<file path="config.mk">
export PLATFORM = sky130hd
export DESIGN_NAME = instruction_fetch
export DESIGN_NICKNAME = d
export VERILOG_FILES = /design/src/rtl/instruction_fetch_pkg.sv /design/src/rtl/instruction_fetch_two_word_decode.sv /design/src/rtl/instruction_fetch.sv
export SDC_FILE = /design/constraint.sdc
export NUM_CORES = 1
export LEC_CHECK = 0
export BUFFER_PORTS_ARGS = -buffer_cell sky130_fd_sc_hd__buf_4
export CORE_MARGIN = 2
export CORE_UTILIZATION = 50
export DETAILED_ROUTE_END_ITERATION = 12
export PLACE_DENSITY_LB_ADDON = 0.15
export SETUP_SLACK_MARGIN = 0.4
export SYNTH_ARGS = -nofsm -noshare
export SYNTH_HDL_FRONTEND = slang
export SYNTH_SLANG_ARGS = --single-unit
</file>
<file path="constraint.sdc">
create_clock -name clock -period 1.9 [get_ports clock]
set_input_delay 0.38 -clock clock [delete_from_list [all_inputs] [get_ports clock]]
set_output_delay 0.38 -clock clock [all_outputs]
set_load 0.1 [all_outputs]
</file>
<file path="src/rtl/instruction_fetch_pkg.sv">
// Shared CPU definitions: machine-cycle phase codes, two-word opcode
// groups and the fetch sequencer state encoding. The PC stack imports
// the same phase constants so both blocks agree on cycle numbering.
package instruction_fetch_pkg;

  // Eight phases of one instruction cycle
  localparam logic [2:0] PH_A1 = 3'd0;
  localparam logic [2:0] PH_A2 = 3'd1;
  localparam logic [2:0] PH_A3 = 3'd2;
  localparam logic [2:0] PH_M1 = 3'd3;  // ROM drives OPR
  localparam logic [2:0] PH_M2 = 3'd4;  // ROM drives OPA
  localparam logic [2:0] PH_X1 = 3'd5;
  localparam logic [2:0] PH_X2 = 3'd6;
  localparam logic [2:0] PH_X3 = 3'd7;

  // OPR codes whose instruction carries a second ROM word
  localparam logic [3:0] OPR_JCN     = 4'h1;
  localparam logic [3:0] OPR_FIM_SRC = 4'h2;  // FIM when OPA[0]==0, SRC otherwise
  localparam logic [3:0] OPR_JUN     = 4'h4;
  localparam logic [3:0] OPR_JMS     = 4'h5;
  localparam logic [3:0] OPR_ISZ     = 4'h7;

  // Fetch sequencer states
  localparam logic [0:0] ST_FIRST  = 1'b0;
  localparam logic [0:0] ST_SECOND = 1'b1;

endpackage

</file>
<file path="src/rtl/instruction_fetch_two_word_decode.sv">
// Decides whether a first instruction word is followed by a second word.
module two_word_decode
  import instruction_fetch_pkg::*;
(
  input  logic [3:0] opr,
  input  logic [3:0] opa,
  output logic       is_two_word
);

  // Only OPA bit 0 matters (FIM vs SRC); the upper bits are don't-care
  logic unused_opa_hi;
  assign unused_opa_hi = ^opa[3:1];

  // Opcode-group match
  always_comb begin
    is_two_word = 1'b0;
    case (opr)
      OPR_JCN, OPR_JUN, OPR_JMS, OPR_ISZ: is_two_word = 1'b1;
      OPR_FIM_SRC:                        is_two_word = ~opa[0];
      default:                            is_two_word = 1'b0;
    endcase
  end

endmodule

</file>
<file path="src/rtl/instruction_fetch.sv">
// Instruction fetch: 8-phase cycle sequencer, ROM nibble capture and
// one/two-word instruction assembly. PC nibbles pass straight to the bus.
module instruction_fetch
  import instruction_fetch_pkg::*;
#(
  parameter int CYCLE_W = 3
) (
  input  logic               clock,
  input  logic               reset,
  input  logic               fetch_hold,
  input  logic [3:0]         data_in,
  input  logic               pc_enable,
  input  logic [3:0]         pc_word,
  output logic [CYCLE_W-1:0] cycle,
  output logic               sync,
  output logic [3:0]         bus_out,
  output logic               bus_oe,
  output logic [3:0]         inst_opr,
  output logic [3:0]         inst_opa,
  output logic [7:0]         inst_operand,
  output logic               inst_valid,
  output logic               second_word
);

  logic [0:0] state;
  logic [3:0] opr_q, opa_q;
  logic       at_m1, at_m2, at_x3;
  logic [3:0] dec_opa;
  logic       is_two;

  assign at_m1 = (cycle == CYCLE_W'(PH_M1));
  assign at_m2 = (cycle == CYCLE_W'(PH_M2));
  assign at_x3 = (cycle == CYCLE_W'(PH_X3));

  assign sync        = at_x3;
  assign second_word = (state == ST_SECOND);

  // PC stack drives the bus directly, no register stage
  assign bus_oe  = pc_enable;
  assign bus_out = pc_enable ? pc_word : 4'h0;

  // At M2 the OPA nibble is still on the bus; later the latched copy is used
  assign dec_opa = at_m2 ? data_in : opa_q;

  two_word_decode u_dec (
    .opr         (opr_q),
    .opa         (dec_opa),
    .is_two_word (is_two)
  );

  // Phase counter: wraps after X3, parks at X3 while fetch_hold is high
  always_ff @(posedge clock) begin
    if (reset)         cycle <= '0;
    else if (at_x3)    cycle <= fetch_hold ? cycle : '0;
    else               cycle <= cycle + 1'b1;
  end

  // Raw ROM nibble latches
  always_ff @(posedge clock) begin
    if (reset) begin
      opr_q <= 4'h0;
      opa_q <= 4'h0;
    end else begin
      if (at_m1) opr_q <= data_in;
      if (at_m2) opa_q <= data_in;
    end
  end

  // Instruction assembly; inst_valid is a single-clock pulse in X1
  always_ff @(posedge clock) begin
    if (reset) begin
      inst_opr     <= 4'h0;
      inst_opa     <= 4'h0;
      inst_operand <= 8'h00;
      inst_valid   <= 1'b0;
    end else begin
      inst_valid <= 1'b0;
      if (at_m2) begin
        if (state == ST_FIRST) begin
          inst_opr <= opr_q;
          inst_opa <= data_in;
          if (!is_two) begin
            inst_operand <= 8'h00;
            inst_valid   <= 1'b1;
          end
        end else begin
          inst_operand <= {opr_q, data_in};
          inst_valid   <= 1'b1;
        end
      end
    end
  end

  // Word sequencer; the second word is never decoded, it always returns to FIRST
  always_ff @(posedge clock) begin
    if (reset) begin
      state <= ST_FIRST;
    end else if (at_x3 && !fetch_hold) begin
      if (state == ST_FIRST) state <= is_two ? ST_SECOND : ST_FIRST;
      else                   state <= ST_FIRST;
    end
  end

endmodule

</file>
==> results of run 1 <==
[layout make-up]
| class | instances | area, um^2 | share of cell area (%) |
|---|---|---|---|
| inverters | 4 | 15.01 | 0.8086 |
| well taps | 31 | 38.79 | 2.089 |
| repair buffers | 48 | 391.6 | 21.09 |
| flip-flops and latches | 26 | 545.5 | 29.38 |
| clock buffers | 4 | 26.28 | 1.415 |
| multi-input cells | 105 | 839.6 | 45.22 |
[cell usage after synthesis, drive strengths merged]
cell type / instances
a211oi: 2
a221oi: 1
nor3b: 1
a21o: 8
inv: 4
nand4: 9
nand2: 3
dfxtp: 26
nor2b: 2
mux2i: 12
nor4b: 1
nand3: 2
clkbuf: 7
nand3b: 1
o221ai: 8
ha: 4
o311a: 1
and2: 4
nand2b: 10
a21bo: 9
a311oi: 1
buf: 6
or3: 8
a21oi: 3
nor2: 15
[critical path: cells and delay by family, from the launching register on]
family / cells / cell delay [ps]
DFF: 1 / 390
adders and majority gates: 2 / 340
buffers and inverters: 1 / 160
[flip-flops by register name (all words and copies together) (netlist names)]
signal        cells
inst_opa          4
opa_q             1
second_word       1
opr_q             4
inst_opr          4
cycle             3
inst_valid        1
inst_operand      8
[what timing repair did]
action                     in CTS  in global routing
setup buffers                   6                  4
setup endpoints to repair      11                 12
pin swaps                       1                  3
hold buffers                    0                  0
resized for setup               6                  4
hold endpoints to repair        0                  0
[report_power, final]
part	switching [W]	total (W)	internal, W
clock	0.000158	0.000240	0.0000821
sequential	0.0000227	0.000579	0.000556
combinational	0.000187	0.000274	0.0000873
[logic make-up after synthesis]
group | synth area share [%]
flops | 37.51
compound gates | 20.74
fa+ha+maj | 3.607
simple gates | 23.62
mux | 8.657
buf+inv | 5.861
[layer usage]
metal | vias to the layer above | global-route usage (%) | wire length, um
met3 | 2 | 3.226 | 159
met5 | - | 0 | 0
met4 | 0 | 8.163 | 17
li1 | 619 | - | -
met1 | 621 | 27.35 | 1460
met2 | 35 | 37.54 | 1747
[per-stage QoR]
step	instances	utilization (%)	hold WS [ps]
6_report	218	69.12	310.2
5_1_grt	218	69.12	321.8
4_1_cts	214	67.49	296.7
3_5_place_dp	204	64.00	473.3
3_3_place_gp	204	64.00	468.4
2_1_floorplan	148	-	523.9
[final timing paths]
kind | end | slack [ps] | cells after the start
setup / recovery | sync | 320 | 3
hold / removal | inst_opa[3]$_SDFFE_PP0P_ | 310 | 3
setup reg to reg | second_word$_SDFFE_PP0P_ | 460 | 7
hold reg to reg | cycle[0]$_SDFFE_PP0P_ | 490 | 1
==> flow_summary.ini, run 1 <==
[outcome]
status = completed

[route]
drt-pass1-iter-count = 4
wirelength_mm = 3.384
routedWlPerCell_um = 15.52
vias_per_cell = 5.858
vias = 1277
antenna_left = 0
drtIter0Drc = 37
drc = 0

[setup_path]
cp-start-kind = register
cp_data_arrival_time_ps = 1200
endpoint_kind = output port
path_class = register to output port
slowest_stage = dfxtp_4
reg2reg_from = cycle[0]$_SDFFE_PP0P_
cp_slowest_stage_delay_ps = 390
worstSetupStartpoint = cycle[0]$_SDFFE_PP0P_
crit_top_cell = ha_4
cp.required_ps = 1520
cp_max_fo = 4
crit_chain = ha_4 > ha_4 > buf_12

[timing]
setup-tns-final_ps = 0
slew_viol_final = 0
fin_ws_ps = 315.9
rsz0062_at_grt = yes
tightest_slew_ps = 480.0
setup_viol = 0
max_slew_margin_pct = 67.95
skew_ps = 4.727
clock.fmax_ghz = 0.6313
finalCritPeriodShare_pct = 83.37
min_period_ps = 1584
hold_viol_final = 0

[synthesis]
synth_top_area_share_pct = 37.51
synth_warnings = 0
synth_seq_cells = 26
ys_types = 30
syn_inst = 148
yosys.area.top_type = dfxtp_1
synth_area_leaders = dfxtp_1 (38%), mux2i_1 (8.7%), a21bo_2 (6.5%)
synthesis.area_mm2 = 0.001388
synth_area_per_cell_um2 = 9.376
ys_seq_area_share_pct = 37.51
synth_nets = 164

[grt]
grt_max_degree = 35
overflow = 0
grt_usage_pct = 21.84
grt_pass1_wl_mm = 5.616
grt_pass1_vias = 1216
antenna_found_initial = 0

[finish]
final_cell_mix = buf_4 (40), nor2_1 (14), dfxtp_1 (14)
drive_gt1_share_pct = 44.92
antennaDiodeCount = 0
fill_cells = 207
area_growth_pct = 33.81
final_cell_area_mm2 = 0.001857
final_common_cell = buf_4
fin_nets = 204

[placement]
dp_slack_ps = 315.7
finalWeightedCongestion = 0.7941
io_buffers = 38
place_area_mm2 = 0.001719
dp_hpwl_mm = 2.174

[power]
max-vdd-ir-drop_uv = 487.5
finalPower_w = 0.001092
power_density_mw_per_mm2 = 588.3
p_leak_nw = 0.7751

[clock_network]
cts_sinks = 26
clockRootBuffer = clkbuf_4
htreeDepth = 1
cts_tree = yes
clock_latency_ps = 320
cts_inserted_buffers = 3
clkTransAtPathRegs_ps = 140
clk_path_buf_depth = 2

[floorplan]
std_cell_rows = 19
io-pin-count = 39
fp.dieW_um = 56.68
start_util_pct = 51.65
fp.dieH_um = 56.68
core_mm2 = 0.002686
die_area_mm2 = 0.003213

[job]
cap_violations = 0

[hold_path]
hp-start = data_in[3]
min_path_type = input pin to register
(Power assumes the default switching activity.)
==> inputs of run 2 (changes only) <==
ABC_AREA = 1   (was default)
CORE_UTILIZATION = 42   (was 50)
clock period = 1.4 ns   (was 1.9 ns; I/O delays follow)
==> flow_summary.ini, run 2 <==
[setup_path]
endpoint_kind = register
cp.required_ps = 1680
cp_data_arrival_time_ps = 1860
r2r-end = inst_operand[5]$_SDFFE_PP0P_
reg2reg_from = opr_q[0]$_SDFFE_PP0N_
reg2reg_depth = 8
cp-start-kind = register
ff2ff_setup_slack_ps = -180
cp_max_fo = 5
path_class = register to register

[clock_network]
cts_tree = yes
clk_path_buf_depth = 2
cts_sinks = 26
hold_buffers = 0
clkTransAtPathRegs_ps = 150
clockRootBuffer = clkbuf_4
clock_latency_ps = 340
htreeDepth = 1
cts_inserted_buffers = 3

[timing]
tightest_slew_ps = 665.1
hold_viol_final = 0
setup_viol = 23
rsz0062_at_grt = yes
finalCritPeriodShare_pct = 113.2
skew_ps = 2.062
fin_ws_ps = -185.0
max_slew_margin_pct = 55.61
slew_viol_final = 0
clock.fmax_ghz = 0.6309
hold_ws_ps = 200.4
min_period_ps = 1585

[finish]
antennaDiodeCount = 0
fin_nets = 217
regMostFlops = inst_operand
final_cell_mix = buf_12 (26), buf_4 (25), a21oi_2 (16)
largest_reg_flops = 8
fill_cells = 62
area_growth_pct = 119.1
drive_gt1_share_pct = 76.00
final_common_cell = buf_12

[job]
cap_violations = 0

[floorplan]
fp.dieW_um = 54.14
core_mm2 = 0.002432
die_area_mm2 = 0.002931
fp.dieH_um = 54.14
start_util_pct = 43.42
io-pin-count = 39
std_cell_rows = 18

[synthesis]
synth.most_common_cell = nand2_1
synth_top_area_share_pct = 49.29
synth_ff_type = dfxtp_1
synth-edff-count = 0
ys_async_sr_fraction_pct = 0
synth_common_cells = nand2_1 (27), dfxtp_1 (26), a21oi_1 (18), inv_1 (16), nor2_1 (16)
synth_nets = 153
ys_seq_area_share_pct = 49.29
ys_types = 16
syn_inst = 137
synth_warnings = 0
synthesis.area_mm2 = 0.001056
synth_seq_cells = 26
synth_area_per_cell_um2 = 7.708
synth_area_leaders = dfxtp_1 (49%), nand2_1 (9.6%), a21oi_1 (8.5%)
yosys.area.top_type = dfxtp_1

[placement]
finalWeightedCongestion = 0.7756
dp_hpwl_mm = 1.887
dp_slack_ps = 54.21
io_buffers = 38

[grt]
antenna_found_initial = 0
overflow = 0
grt_pass1_vias = 1170
grt_max_degree = 16
grt_pass1_wl_mm = 5.547
grt_usage_pct = 26.60

[route]
wirelength_mm = 5.517
drc = 0
antenna_left = 0
routedWlPerCell_um = 23.99
vias = 1386
vias_per_cell = 6.026
drt-pass1-iter-count = 9
drtIter0Drc = 69

[power]
power_density_mw_per_mm2 = 782.2
p_leak_nw = 0.8956
max-vdd-ir-drop_uv = 774.5
finalPower_w = 0.001810

[hold_path]
whs_endpoint = inst_operand[4]$_SDFFE_PP0P_
hp-start = reset
holdPathStages = 2
min_path_type = input pin to register

[outcome]
status = finished, violations left
violations = setup timing
==> run 2: layer usage <==
| layer | share of wire, % | track usage [%] | wire, um | vias to the layer above |
|---|---|---|---|---|
| li1 | - | - | - | 562 |
| met1 | 33 | 30.32 | 1809 | 654 |
| met2 | 50 | 46.99 | 2769 | 115 |
| met3 | 7.5 | 6.667 | 414 | 55 |
| met4 | 9.5 | 10.42 | 523 | 0 |
| met5 | 0 | 0 | 0 | - |
==> run 2: worst max-delay path, cell delays in order, from the launching register on <==
cell and delay (ps):
dfxtp_1 440, inv_1 160, a21oi_1 200, nand2_1 120
o21ai_2 90, nand2_2 140, nand2_4 150, nand2_2 70
a21oi_2 160
==> run 2: report_power, final <==
group / switching, W / internal (W)
Combinational: 0.000406 / 0.000240
Clock: 0.000248 / 0.000105
Sequential: 0.0000462 / 0.000764
Total: 0.000700 / 0.00111
==> run 2: timing repair <==
action	in CTS	in global routing
gates cloned	2	0
hold endpoints to repair	0	0
endpoints found under the setup margin	52	53
gates resized for setup	125	32
buffers inserted	14	7
pin swaps	13	17
==> run 2: worst max path at each step <==
stage,start,end,slack (ps)
after floorplan,cycle[0]$_SDFFE_PP0P_,cycle[2]$_SDFFE_PP0P_,-100
after global placement,cycle[0]$_SDFFE_PP0P_,inst_opa[3]$_SDFFE_PP0P_,120
after detailed placement,cycle[0]$_SDFFE_PP0P_,inst_operand[7]$_SDFFE_PP0P_,50
after CTS,cycle[0]$_SDFFE_PP0P_,sync,-90
after global routing,opr_q[0]$_SDFFE_PP0N_,inst_operand[1]$_SDFFE_PP0P_,-230
final,opr_q[0]$_SDFFE_PP0N_,inst_operand[5]$_SDFFE_PP0P_,-180
==> run 2: cells by family after synthesis <==
kind of cell    after synthesis  share of synthesized area [%]
flops                        26                          49.29
compound gates               37                          18.96
simple gates                 49                          19.08
buf+inv                      21                          7.938
fa+ha+maj                     4                          4.740
==> run 2: layout make-up <==
type	count	area (um^2)	share of cell area, %
Clock buffer	3	22.52	0.9735
Clock inverter	1	3.754	0.1622
Inverter	17	93.84	4.056
Multi-Input combinational cell	91	743.2	32.13
Sequential cell	26	564.3	24.39
Tap cell	30	37.54	1.622
Timing Repair Buffer	62	848.3	36.67
==> run 2: through the flow <==
stage | cells | TNS [ps] | utilization [%] | cell area [um^2]
floorplan | 137 | -867.9 | - | 1217
global placement | 203 | 0 | 63.01 | 1533
detailed placement | 203 | 0 | 63.01 | 1533
CTS | 223 | -278.7 | 88.17 | 2145
global route | 230 | -3044 | 95.11 | 2313
finish | 230 | -2435 | 95.11 | 2313
